==> config.mk <==
export PLATFORM = sky130hd
export DESIGN_NAME = q_measurement_mc
export DESIGN_NICKNAME = d
export VERILOG_FILES = /design/src/rtl/q_measurement_mc.sv
export SDC_FILE = /design/constraint.sdc
export NUM_CORES = 1
export LEC_CHECK = 0
export BUFFER_PORTS_ARGS = -buffer_cell sky130_fd_sc_hd__buf_2
export CORE_AREA = 2 2 92 161
export DETAILED_ROUTE_END_ITERATION = 7
export DIE_AREA = 0 0 94 163
export GPL_TIMING_DRIVEN = 0
export PLACE_DENSITY = 0.73
export SLEW_MARGIN = 20
export SYNTH_ARGS = -nofsm -noshare
export SYNTH_HDL_FRONTEND = slang
export SYNTH_SLANG_ARGS = --single-unit
==> constraint.sdc <==
create_clock -name clk -period 3.23 [get_ports clk]
set_input_delay 0 -clock clk [delete_from_list [all_inputs] [get_ports clk]]
set_output_delay 0 -clock clk [all_outputs]
set_load 0.01 [all_outputs]
==> src/rtl/q_measurement_mc.sv <==
// q_measurement_mc: multi-channel pulse-count charge measurement; define Q_MEAS_TIMEOUT_EN to enable the arm timeout
module q_measurement_mc #(
    parameter int N_CH        = 4,
    parameter int BUS_WIDTH   = 10,
    parameter int CNT_WIDTH   = 8,
    parameter int WTD_WIDTH   = 2,
    parameter int Q_PER_PULSE = 30,
    parameter int ARM_TIMEOUT = 1024
) (
    input  logic                      clk,
    input  logic                      rst_n,
    input  logic                      start,
    input  logic                      ack,
    input  logic [N_CH-1:0]           q_serialized,
    output logic                      busy,
    output logic                      ready,
    output logic [N_CH*BUS_WIDTH-1:0] q_measured,
    output logic [N_CH-1:0]           overflow,
    output logic                      timeout
);
    localparam int PW = CNT_WIDTH + $clog2(Q_PER_PULSE + 1);
    localparam logic [WTD_WIDTH-1:0] WTD_MAX = '1;
    localparam logic [CNT_WIDTH-1:0] CNT_MAX = '1;
    localparam logic [PW-1:0] Q_MAX = PW'((64'd1 << BUS_WIDTH) - 64'd1);

    typedef enum logic [1:0] {IDLE, ARMED, MEASURE, DONE} state_t;

    state_t                         state;
    logic [1:0]                     rst_sync;
    logic                           rst_sn;
    logic [N_CH-1:0]                sync1, sync2, sync3, edges, ovf;
    logic [N_CH-1:0][CNT_WIDTH-1:0] cnt, cnt_nxt;
    logic [N_CH*BUS_WIDTH-1:0]      res;
    logic [WTD_WIDTH-1:0]           wtd;
    logic                           start_d, any_edge, to_hit;

    // reset asserts immediately, releases only on a clock edge
    always_ff @(posedge clk or negedge rst_n) begin
        if (!rst_n) rst_sync <= '0;
        else        rst_sync <= {rst_sync[0], 1'b1};
    end
    assign rst_sn = rst_sync[1];

    // two-flop synchroniser plus edge register per channel
    always_ff @(posedge clk or negedge rst_sn) begin
        if (!rst_sn) begin
            sync1 <= '0;
            sync2 <= '0;
            sync3 <= '0;
        end else begin
            sync1 <= q_serialized;
            sync2 <= sync1;
            sync3 <= sync2;
        end
    end
    assign edges    = sync2 & ~sync3;
    assign any_edge = |edges;

    // per-channel saturating increment and full-width clipped result
    for (genvar g = 0; g < N_CH; g++) begin : g_ch
        logic [PW-1:0] prod;
        assign prod       = PW'(cnt[g]) * PW'(Q_PER_PULSE);
        assign cnt_nxt[g] = cnt[g] + CNT_WIDTH'(edges[g] && cnt[g] != CNT_MAX);
        assign ovf[g]     = cnt[g] == CNT_MAX || prod > Q_MAX;
        assign res[g*BUS_WIDTH +: BUS_WIDTH] = prod > Q_MAX ? '1 : prod[BUS_WIDTH-1:0];
    end

`ifdef Q_MEAS_TIMEOUT_EN
    localparam int AW = $clog2(ARM_TIMEOUT + 1);
    logic [AW-1:0] arm_cnt;
    assign to_hit = state == ARMED && start && !any_edge && arm_cnt == AW'(ARM_TIMEOUT - 1);
    // count idle cycles while armed; timeout flag lives for the DONE it caused
    always_ff @(posedge clk or negedge rst_sn) begin
        if (!rst_sn) begin
            arm_cnt <= '0;
            timeout <= 1'b0;
        end else begin
            arm_cnt <= (state == ARMED && start) ? arm_cnt + 1'b1 : '0;
            timeout <= to_hit || (timeout && state == DONE && start && !ack);
        end
    end
`else
    assign to_hit  = 1'b0;
    assign timeout = 1'b0;
`endif

    // measurement FSM with registered status outputs and result latch
    always_ff @(posedge clk or negedge rst_sn) begin
        if (!rst_sn) begin
            state      <= IDLE;
            start_d    <= 1'b0;
            busy       <= 1'b0;
            ready      <= 1'b0;
            q_measured <= '0;
            overflow   <= '0;
            cnt        <= '0;
            wtd        <= WTD_MAX;
        end else begin
            start_d <= start;
            if (!start) begin
                state <= IDLE;
                busy  <= 1'b0;
                ready <= 1'b0;
                cnt   <= '0;
                wtd   <= WTD_MAX;
            end else begin
                case (state)
                    IDLE: begin
                        if (!start_d) begin
                            state    <= ARMED;
                            busy     <= 1'b1;
                            overflow <= '0;
                            cnt      <= '0;
                        end
                    end
                    ARMED: begin
                        if (any_edge) begin
                            state <= MEASURE;
                            cnt   <= cnt_nxt;
                            wtd   <= WTD_MAX;
                        end else if (to_hit) begin
                            state      <= DONE;
                            busy       <= 1'b0;
                            ready      <= 1'b1;
                            q_measured <= '0;
                            overflow   <= '0;
                        end
                    end
                    MEASURE: begin
                        if (any_edge) begin
                            cnt <= cnt_nxt;
                            wtd <= WTD_MAX;
                        end else if (wtd == '0) begin
                            state      <= DONE;
                            busy       <= 1'b0;
                            ready      <= 1'b1;
                            q_measured <= res;
                            overflow   <= ovf;
                            wtd        <= WTD_MAX;
                        end else begin
                            wtd <= wtd - 1'b1;
                        end
                    end
                    DONE: begin
                        if (ack) begin
                            state <= IDLE;
                            ready <= 1'b0;
                        end
                    end
                endcase
            end
        end
    end
endmodule

# ---- Word-level counts from Yosys, hierarchy flattened
# Cells that the tools add are included.
dict set report op_classes {
  magnitude_cmp 4
  n_div 0
  n_eq_ne 24
  multipliers 4
  muxes 34
  n_bitwise 3
  add_sub_neg 5
  shift 0
  n_reduce_logical 20
}
# cell count
set op_table {}
lappend op_table {{$mux 32} 3}
lappend op_table {{$pmux 32 s2} 1}
lappend op_table {{$gt 13x10->1 const B} 4}
lappend op_table {{$mul 8x4->12 const B} 4}
lappend op_table {{$mux 10} 4}
lappend op_table {{$add 8x1->8} 4}
lappend op_table {{$eq 8x8->1 const B} 4}
lappend op_table {{$ne 8x8->1 const B} 4}
lappend op_table {{$mux 2} 10}
lappend op_table {{$ne 3x3->1 const B} 5}
lappend op_table {{$mux 4} 3}
lappend op_table {{$reduce_and 4->1} 3}
lappend op_table {{$reduce_and 5->1} 2}
lappend op_table {{$ne 3x1->1 const B} 3}
lappend op_table {{$mux 1} 8}
lappend op_table {{$pmux 2 s4} 1}
lappend op_table {{$pmux 4 s2} 1}
lappend op_table {{$ne 2x2->1 const B} 3}
lappend op_table {{$ne 3x2->1 const B} 2}
lappend op_table {{$and 4x4->4} 1}
lappend op_table {{$eq 2x2->1 const B} 2}
lappend op_table {{$logic_and 1x1->1} 4}
lappend op_table {{$logic_not 2->1} 2}
lappend op_table {{$logic_or 1x1->1} 4}
lappend op_table {{11 further kinds} 12}
dict set report word_totals {
  romBits 0
  mem_bits_rw 0
  latch_bits 0
  reg_bits 97
  output_inout_bits 47
  wordCells 109
  input_bits 8
  mem_count 0
}

# ---- Logic depth before layout (Yosys ltp)
# Gate-level depths: netlist (run 1).
dict set report depth {
  depth_word 7
  depth_mapped 13
  ltp_nobuf 11
}

# ---- Worst setup path before layout (run 1)
# No wires, ideal clock.
dict set report synth_timing {
  kind {reg2reg}
  startpoint {register cnt[13] in the netlist's numbering}
  endpoint {register q_measured[15]}
  path_stages_with_launch 12
  period_less_slack_ns 3.544
  t_arrival_ns 3.398
  slack_ns -0.314
  n_path_buf 0
  required_ns 3.084
  setup_time_ns 0.146
  cell_sequence {dfrtp_1 > inv_1 > fa_1 > fa_1 > inv_1 > ha_1 > a21oi_1 > o21ai_0 > a41oi_1 > mux2_2 > nor3_2 > a31oi_1}
}
dict set report synth_between {
  elab_chain_len 3
}
# element line_no
set synth_rtl {}
lappend synth_rtl {{from (decl)} 32} ;# logic [N_CH-1:0][CNT_WIDTH-1:0] cnt, cnt_nxt;
lappend synth_rtl {{from (signal assigned)} 119} ;# cnt <= cnt_nxt;
lappend synth_rtl {{from (signal assigned)} 131} ;# cnt <= cnt_nxt;
lappend synth_rtl {{$mul 8x4->12} 62} ;# assign prod = PW'(cnt[g]) * PW'(Q_PER_PULSE);
lappend synth_rtl {{$gt 13x10->1} 65} ;# assign res[g*BUS_WIDTH +: BUS_WIDTH] = prod > Q_MAX ? '1 : prod[BUS_WIDTH-1:0];
lappend synth_rtl {{$mux 10} 65}
lappend synth_rtl {{to (signal assigned)} 137} ;# q_measured <= res;
lappend synth_rtl {{to (decl)} 17} ;# output logic [N_CH*BUS_WIDTH-1:0] q_measured,
# No other way between the ends.
# A chain may end at the register's enable or synchronous reset.

# ---- Final worst setup path (run 1)
dict set report layout_timing {
  startpoint {register cnt[13] in the netlist's numbering}
  endpoint {register q_measured[18]}
}
dict set report layout_between {
  elab_chain_len 3
}
# element line_no
set layout_rtl {}
lappend layout_rtl {{$mul 8x4->12 (*)} 62}
lappend layout_rtl {{$gt 13x10->1} 65}
lappend layout_rtl {{$mux 10 (*)} 65}
# Mark *: on every way between the ends. The rest lies on a longest branch, timed or not.

==> results of run 1 <==
-- Yosys cell counts (all sizes together) (3+ instances only) --
cell | count | area (um^2)
and4 | 4 | 37.5
clkbuf | 17 | 63.8
nor2 | 64 | 240
nand3 | 23 | 115
nor2b | 12 | 75.1
and2 | 3 | 21.3
buf | 5 | 46.3
ha | 98 | 1230
o21ai | 36 | 180
xor2 | 11 | 96.3
a211oi | 4 | 30.0
nand2b | 9 | 56.3
or3 | 16 | 100
a22o | 8 | 70.1
o21a | 4 | 30.0
a21boi | 4 | 30.0
fa | 52 | 1040
xnor2 | 15 | 131
nand4 | 9 | 56.3
o221ai | 3 | 26.3
a21o | 12 | 90.1
mux2i | 8 | 80.1
dfrtp | 95 | 2380
inv | 109 | 409
a21oi | 55 | 275
o211ai | 4 | 30.0
a41oi | 8 | 70.1
nand2 | 22 | 82.6
o22a | 9 | 78.8
a31oi | 21 | 131
o22ai | 3 | 18.8
-- per-stage QoR --
step,instances,util [%],instance area (um^2),total power [mW],setup TNS (ns)
floorplan,775,-,7710,1.83,0
global placement,1008,57.9,8200,2.06,-83.70
detailed placement,1009,58.1,8230,2.08,-15.36
CTS,1071,64.7,9150,3.30,-1.99
global route,1097,67.7,9580,3.43,-4.96
finish,1097,67.7,9580,3.33,-1.32
-- state kept, by name, indices dropped and copies added (netlist names) --
signal	flops
busy	1
cnt	32
overflow	4
q_measured	40
ready	1
rst_sync	2
start_d	1
state	2
sync1	4
sync2	4
sync3	4
wtd	2
-- metal layers --
| layer | global-route usage [%] | vias up |
|---|---|---|
| li1 | - | 2923 |
| met1 | 27.5 | 3097 |
| met2 | 48.1 | 121 |
| met3 | 2.96 | 41 |
| met4 | 11.7 | 0 |
| met5 | 0 | - |
-- critical path, stage by stage, from the launching register on --
cell and delay (ns):
dfrtp_2 0.40, inv_4 0.06, fa_1 0.51, fa_1 0.54, inv_2 0.05, ha_4 0.28
o211ai_1 0.10, o21ai_2 0.26, a41oi_2 0.18, mux2_4 0.35, nor3_4 0.21, buf_12 0.16
a31oi_1 0.08
-- what timing repair did --
action	CTS	global route
endpoints found under the setup margin	44	44
endpoints found under the hold margin	7	0
gates resized for setup	70	60
pin swaps	17	32
cloned	2	0
buffers inserted	38	27
hold buffers	7	0
-- area by class of cell --
class / instances / area (um^2) / share of cell area [%]
multi-input combinational: 547 / 5100 / 53.2
sequential: 97 / 2470 / 25.8
timing repair buffer: 127 / 878 / 9.16
inverter: 109 / 447 / 4.66
clock buffer: 11 / 243 / 2.53
tap: 180 / 225 / 2.35
buffer: 21 / 136 / 1.42
clock inverter: 5 / 87.6 / 0.914
-- report_power, final --
group / switching, mW / internal (mW) / total, mW
sequential: 0.0668 / 1.29 / 1.36
combinational: 0.484 / 0.272 / 0.756
clock: 0.501 / 0.710 / 1.21
total: 1.05 / 2.27 / 3.33
-- cells by family (layout without fill, tap and decap cells) --
family	after synthesis	in the layout
adder cells (fa/ha/maj)	150	150
other	2	2
AND/OR/NAND/NOR	174	174
multiplexers	10	10
XOR/XNOR	26	26
buffers and inverters	131	273
AO/OA/AOI/OAI	185	185
flip-flops	97	97
-- worst max-delay path by stage --
stage	slack, ns	end	cells past startpoint	from
after floorplan	0.004	overflow[2]	12	cnt[19]
after global placement	-1.06	cnt[2]	0	rst_sync[1]
after detailed placement	-0.47	q_measured[7]	11	cnt[3]
after CTS	-0.13	q_measured[18]	12	cnt[13]
after global routing	-0.27	q_measured[19]	12	cnt[13]
final	-0.12	q_measured[18]	12	cnt[13]
==> results.md, run 1 <==
* Status: finished with violations
* Failing checks: negative setup slack
* Synth Register Bits at 97
* # setup viols final at 21
* Fmax at a little under 300 MHz
* Fin. Hold Viols at 0
* Largest family of logic cells by synthesized area: adder cells
* RSZ-0062 raised after global routing: true
* Reg2reg setup slack at -0.12 ns
* Setup Crit Path Kind: reg2reg
* Synth Area in Adders at between 20 and 30%
* Reg clk slew, reported paths at approximately 0.070 ns
* Largest net degree at the start of global routing at 58
* Worst R2R End: q_measured[18]
* Synth Area in Compound Gates at approximately 16%
* FFs w/ async S/R, synth at 100%
* Global route overflow at 0
* Residual DRC at 0
* Uppermost layer routed: met4
* RR Startpoint: cnt[13]
* Final worst-path cycle share at 104%
* Pre-Repair DR Iteration Count at 4
* Cell area after synthesis at approximately 7600 um^2
* Layout cells sized above 1 at between 20 and 30%
* P per Cell Area at 347 nW/um^2
* Slew @ Worst Pin at 0.852 ns
* Fin crit period at around 3.4 ns
* Avg Inst Size Synth at a little under 10 um^2
* Yosys warnings at 0
* Clk buf depth at 2
* Clock skew at about 0.013 ns
* Die area at between 15,000 and 20,000 um^2
* CP Launch Type: register
* HP Start: ack
* Syn Nets at 933
* Number of port buffers at 53
* Routed met3 length at around 560 um
* Hold Worst Slack at 0.120 ns
* First-pass GRT wire length at 30,300 um
* Detailed Place HPWL at ~13,000 um
* Routability cong. at around 0.84
* CTS tree: yes
* Die Width at roughly 94 um
* Syn Inst Count at just under 800
* Core area at about 14,000 um^2
* Clock latency on the worst-skew pair at 0.35 ns
* Worst endpoint required time at between 3 and 4 ns
* Layout area overhead at 25.8%
* 1st-iter DRT viols at between 300 and 400
* Count of final max-slew check failures at 0
* Met2 wire len at about 11,000 um
* Min-delay worst type: in2reg
* Via Count at just over 6k
* Crit-path max FO at 10
* Root Driver: clkbuf_16
* Antenna violations before repair at 0
* Die height at around 160 um
* Leak Pwr at 4.61 nW
* Layout fillers at about 1.1k
* Routed len/inst at 17.4 um
* EDFF count, synth at 0
* Leading cell type in the layout, fill and taps excluded: inv_1
* Maximum vdd drop at between 0.2 and 0.3 mV
* Critical Path AT at between 3 and 4 ns
* Synth Flop Type: dfrtp_1
* Number of diodes at 0
* Initial core utilization at a little over half
* Most frequent cells in the layout: inv_1 (84), ha_1 (81), dfrtp_1 (66)
* Vias in the first global route at about 6.3k
* WL met1 at ~7000 um
* CTS sink cnt at 97
* Post-synthesis sequential area ratio at between 30% and 40%
* Row cnt at 58
* Fin nets at roughly 1.1k
* PnR worst setup slack at -0.125 ns
* Detail Route Antenna Nets at 0
* Vias/cell at around 5.6
* Worst Hold Path EP: ready
* Relative slew slack at a little over two fifths
* Depth of the worst register-to-register path at 12
* Pre-CTS WS at -0.468 ns
* Unique masters post-synth at just under 60
* Maxcap violations at 0
* Multiplexer share of the synthesized area at approximately 1.3%
* Synth Area in Simple Gates at between 10% and 20%
* I/O pin cnt at 55
* Hold Path Stages at 4
* Total track usage at approximately 25%
* Total CTS buffers at 9
* H-tree depth at 3
* Worst setup EP type: register
* XOR/XNOR Fraction of Synth Area at 2.99%
* Post-Route WL at between 15,000 and 20,000 um
Power figures use the tool's default switching activity.
==> inputs of run 2 (changes only) <==
--- a/config.mk
+++ b/config.mk
@@ -6,11 +6,10 @@
 export NUM_CORES = 1
 export LEC_CHECK = 0
 export BUFFER_PORTS_ARGS = -buffer_cell sky130_fd_sc_hd__buf_2
-export CORE_AREA = 2 2 92 161
+export CORE_AREA = 2 2 102 178
 export DETAILED_ROUTE_END_ITERATION = 7
-export DIE_AREA = 0 0 94 163
+export DIE_AREA = 0 0 104 180
 export GPL_TIMING_DRIVEN = 0
-export PLACE_DENSITY = 0.73
 export SLEW_MARGIN = 20
 export SYNTH_ARGS = -nofsm -noshare
 export SYNTH_HDL_FRONTEND = slang
==> constraint.sdc (replaced) <==
create_clock -name clk -period 3.78 [get_ports clk]
set_input_delay 0 -clock clk [delete_from_list [all_inputs] [get_ports clk]]
set_output_delay 0 -clock clk [all_outputs]
set_load 0.01 [all_outputs]
==> results.md, run 2 (same netlist as run 1, synthesis figures left out) <==
* Status: completed
* Relative slew slack at 45.0%
* Crit path largest cell delay at 0.52 ns
* Die height at between 150 and 200 um
* Vias/cell at about 5.2
* Max FFs per register at 40
* Reg clk slew, reported paths at around 0.080 ns
* Clk buf depth at 2
* Antenna violations before repair at 0
* CP max stage cell: fa_1
* Number of diodes at 0
* Layout fillers at about 1.7k
* Hold Worst Slack at 0.120 ns
* Min-delay worst type: in2reg
* Routed len/inst at ~16 um
* CTS tree: yes
* H-tree depth at 3
* Pre-Repair DR Iteration Count at 4
* CTS sink cnt at 97
* Total CTS buffers at 9
* Critical path's top delay family: adder cells
* Post-Route WL at 17,500 um
* Vias in the first global route at 6,019
* Maximum vdd drop at ~0.24 mV
* CP Buf/Inv Count at 3
* Critical Path AT at roughly 3.8 ns
* # setup viols final at 0
* Fmax at 277 MHz
* Leading cell type in the layout, fill and taps excluded: inv_1
* Fin nets at roughly 1.0k
* Routability cong. at between 0.8 and 0.9
* Die Width at 104 um
* Initial core utilization at approximately 44%
* 1st-iter DRT viols at ~270
* Fin crit period at approximately 3.6 ns
* Maxcap violations at 0
* Detailed Place HPWL at about 14,000 um
* Core area at 17,300 um^2
* P per Cell Area at about 320 nW/um^2
* Fin. Hold Viols at 0
* Crit-path max FO at 8
* CP Cell Sequence: inv_2 > fa_1 > fa_1 > inv_1 > ha_1 > a21oi_2 > o21ai_2 > a41oi_2 > mux2_2 > nor3_4 > buf_4 > a31oi_1
* Total track usage at around a fifth
* Root Driver: clkbuf_16
* Global route overflow at 0
* Number of port buffers at between 50 and 60
* Most frequent cells in the layout: inv_1 (99), ha_1 (97), dfrtp_1 (87)
* Setup tns final at 0 ns
* Die area at ~19,000 um^2
* Final worst-path cycle share at a little over nine tenths
* Most flops, register: q_measured
* Setup Crit Path Kind: reg2reg
* Most used cell along the critical path: fa_1
* Largest net degree at the start of global routing at 54
* Layout cells sized above 1 at between 10 and 15%
* Residual DRC at 0
* Detail Route Antenna Nets at 0
* Clock latency on the worst-skew pair at between 0.3 and 0.4 ns
* Worst endpoint required time at approximately 4.0 ns
* CP Launch Type: register
* Count of final max-slew check failures at 0
* Worst setup EP type: register
* Layout area overhead at 14.2%
* Top Registers: q_measured: 40 flops, cnt: 32 flops
* Row cnt at between 60 and 70
* I/O pin cnt at 55
* Via Count at between 5k and 6k
* Clock skew at roughly 0.01 ns
* First-pass GRT wire length at between 20,000 and 30,000 um
* Slew @ Worst Pin at between 0.8 and 0.9 ns
* RSZ-0062 raised after global routing: true
* Leak Pwr at between 4 and 5 nW
run 2: cell count changes in the layout (fill, tap and decap cells not counted), moves of 13 or more:
cell	before	now
ha_4	15	1
dfrtp_1	66	87
dfrtp_2	28	7
inv_4	13	0
inv_1	84	99
ha_1	81	97
buf_4	65	8
run 2: worst register-to-register path: stages, from the launching register on:
cell and delay, ns:
dfrtp_1 0.45, inv_2 0.18, fa_1 0.47, fa_1 0.52, inv_1 0.04, ha_1 0.36
a21oi_2 0.20, o21ai_2 0.12, a41oi_2 0.24, mux2_2 0.40, nor3_4 0.20, buf_4 0.20
a31oi_1 0.09
run 2: cell type report:
cell class,count,area (um^2),area share (%)
multi-input cells,547,4720,54.2
flip-flops and latches,97,2440,28.1
inverters,109,413,4.75
repair buffers,67,412,4.73
well taps,231,289,3.32
clock buffers,10,239,2.75
plain buffers,21,118,1.35
clock inverters,6,72.6,0.834
run 2: worst paths after layout:
| check | start | endpoint | slack [ns] | depth (start not counted) |
|---|---|---|---|---|
| min | ack | ready | 0.12 | 4 |
| max | cnt[13] | q_measured[14] | 0.17 | 12 |
| max reg2reg | cnt[13] | q_measured[14] | 0.17 | 12 |
| min in group asynchronous | rst_sync[1] | sync1[1] | 0.34 | 0 |
| min reg2reg | rst_sync[1] | sync1[1] | 0.34 | 0 |
| max in group asynchronous | rst_sync[1] | wtd[1] | 2.72 | 1 |
run 2: routing by layer:
layer / part of all wire, % / GRT usage, % / vias up
li1: - / - / 2795
met1: 40 / 21.8 / 2811
met2: 56 / 38.6 / 69
met3: 1.4 / 1.92 / 31
met4: 3.3 / 7.68 / 0
met5: 0 / 0 / -
run 2: power breakdown:
| part | internal [mW] | switching, mW |
|---|---|---|
| registers | 1.10 | 0.0621 |
| clock network | 0.542 | 0.444 |
| logic | 0.217 | 0.391 |
| total | 1.86 | 0.897 |
run 2: metrics by stage:
step / power, mW / setup slack, ns / instances / area (um^2) / utilization [%]
floorplan: 1.56 / 0.236 / 775 / 7620 / -
global placement: 1.78 / -0.464 / 1059 / 8170 / 47.3
detailed placement: 1.79 / -0.441 / 1060 / 8210 / 47.4
CTS: 2.79 / 0.0446 / 1086 / 8630 / 49.9
global route: 2.90 / -0.0204 / 1088 / 8700 / 50.3
finish: 2.76 / 0.168 / 1088 / 8700 / 50.3
run 2: repair_timing:
action | CTS | global route
endpoints found under the hold margin | 7 | 0
hold buffers | 7 | 0
gates resized for setup | 10 | 28
pin swaps | 2 | 2
setup endpoints to repair | 36 | 42
buffers inserted | 3 | 3
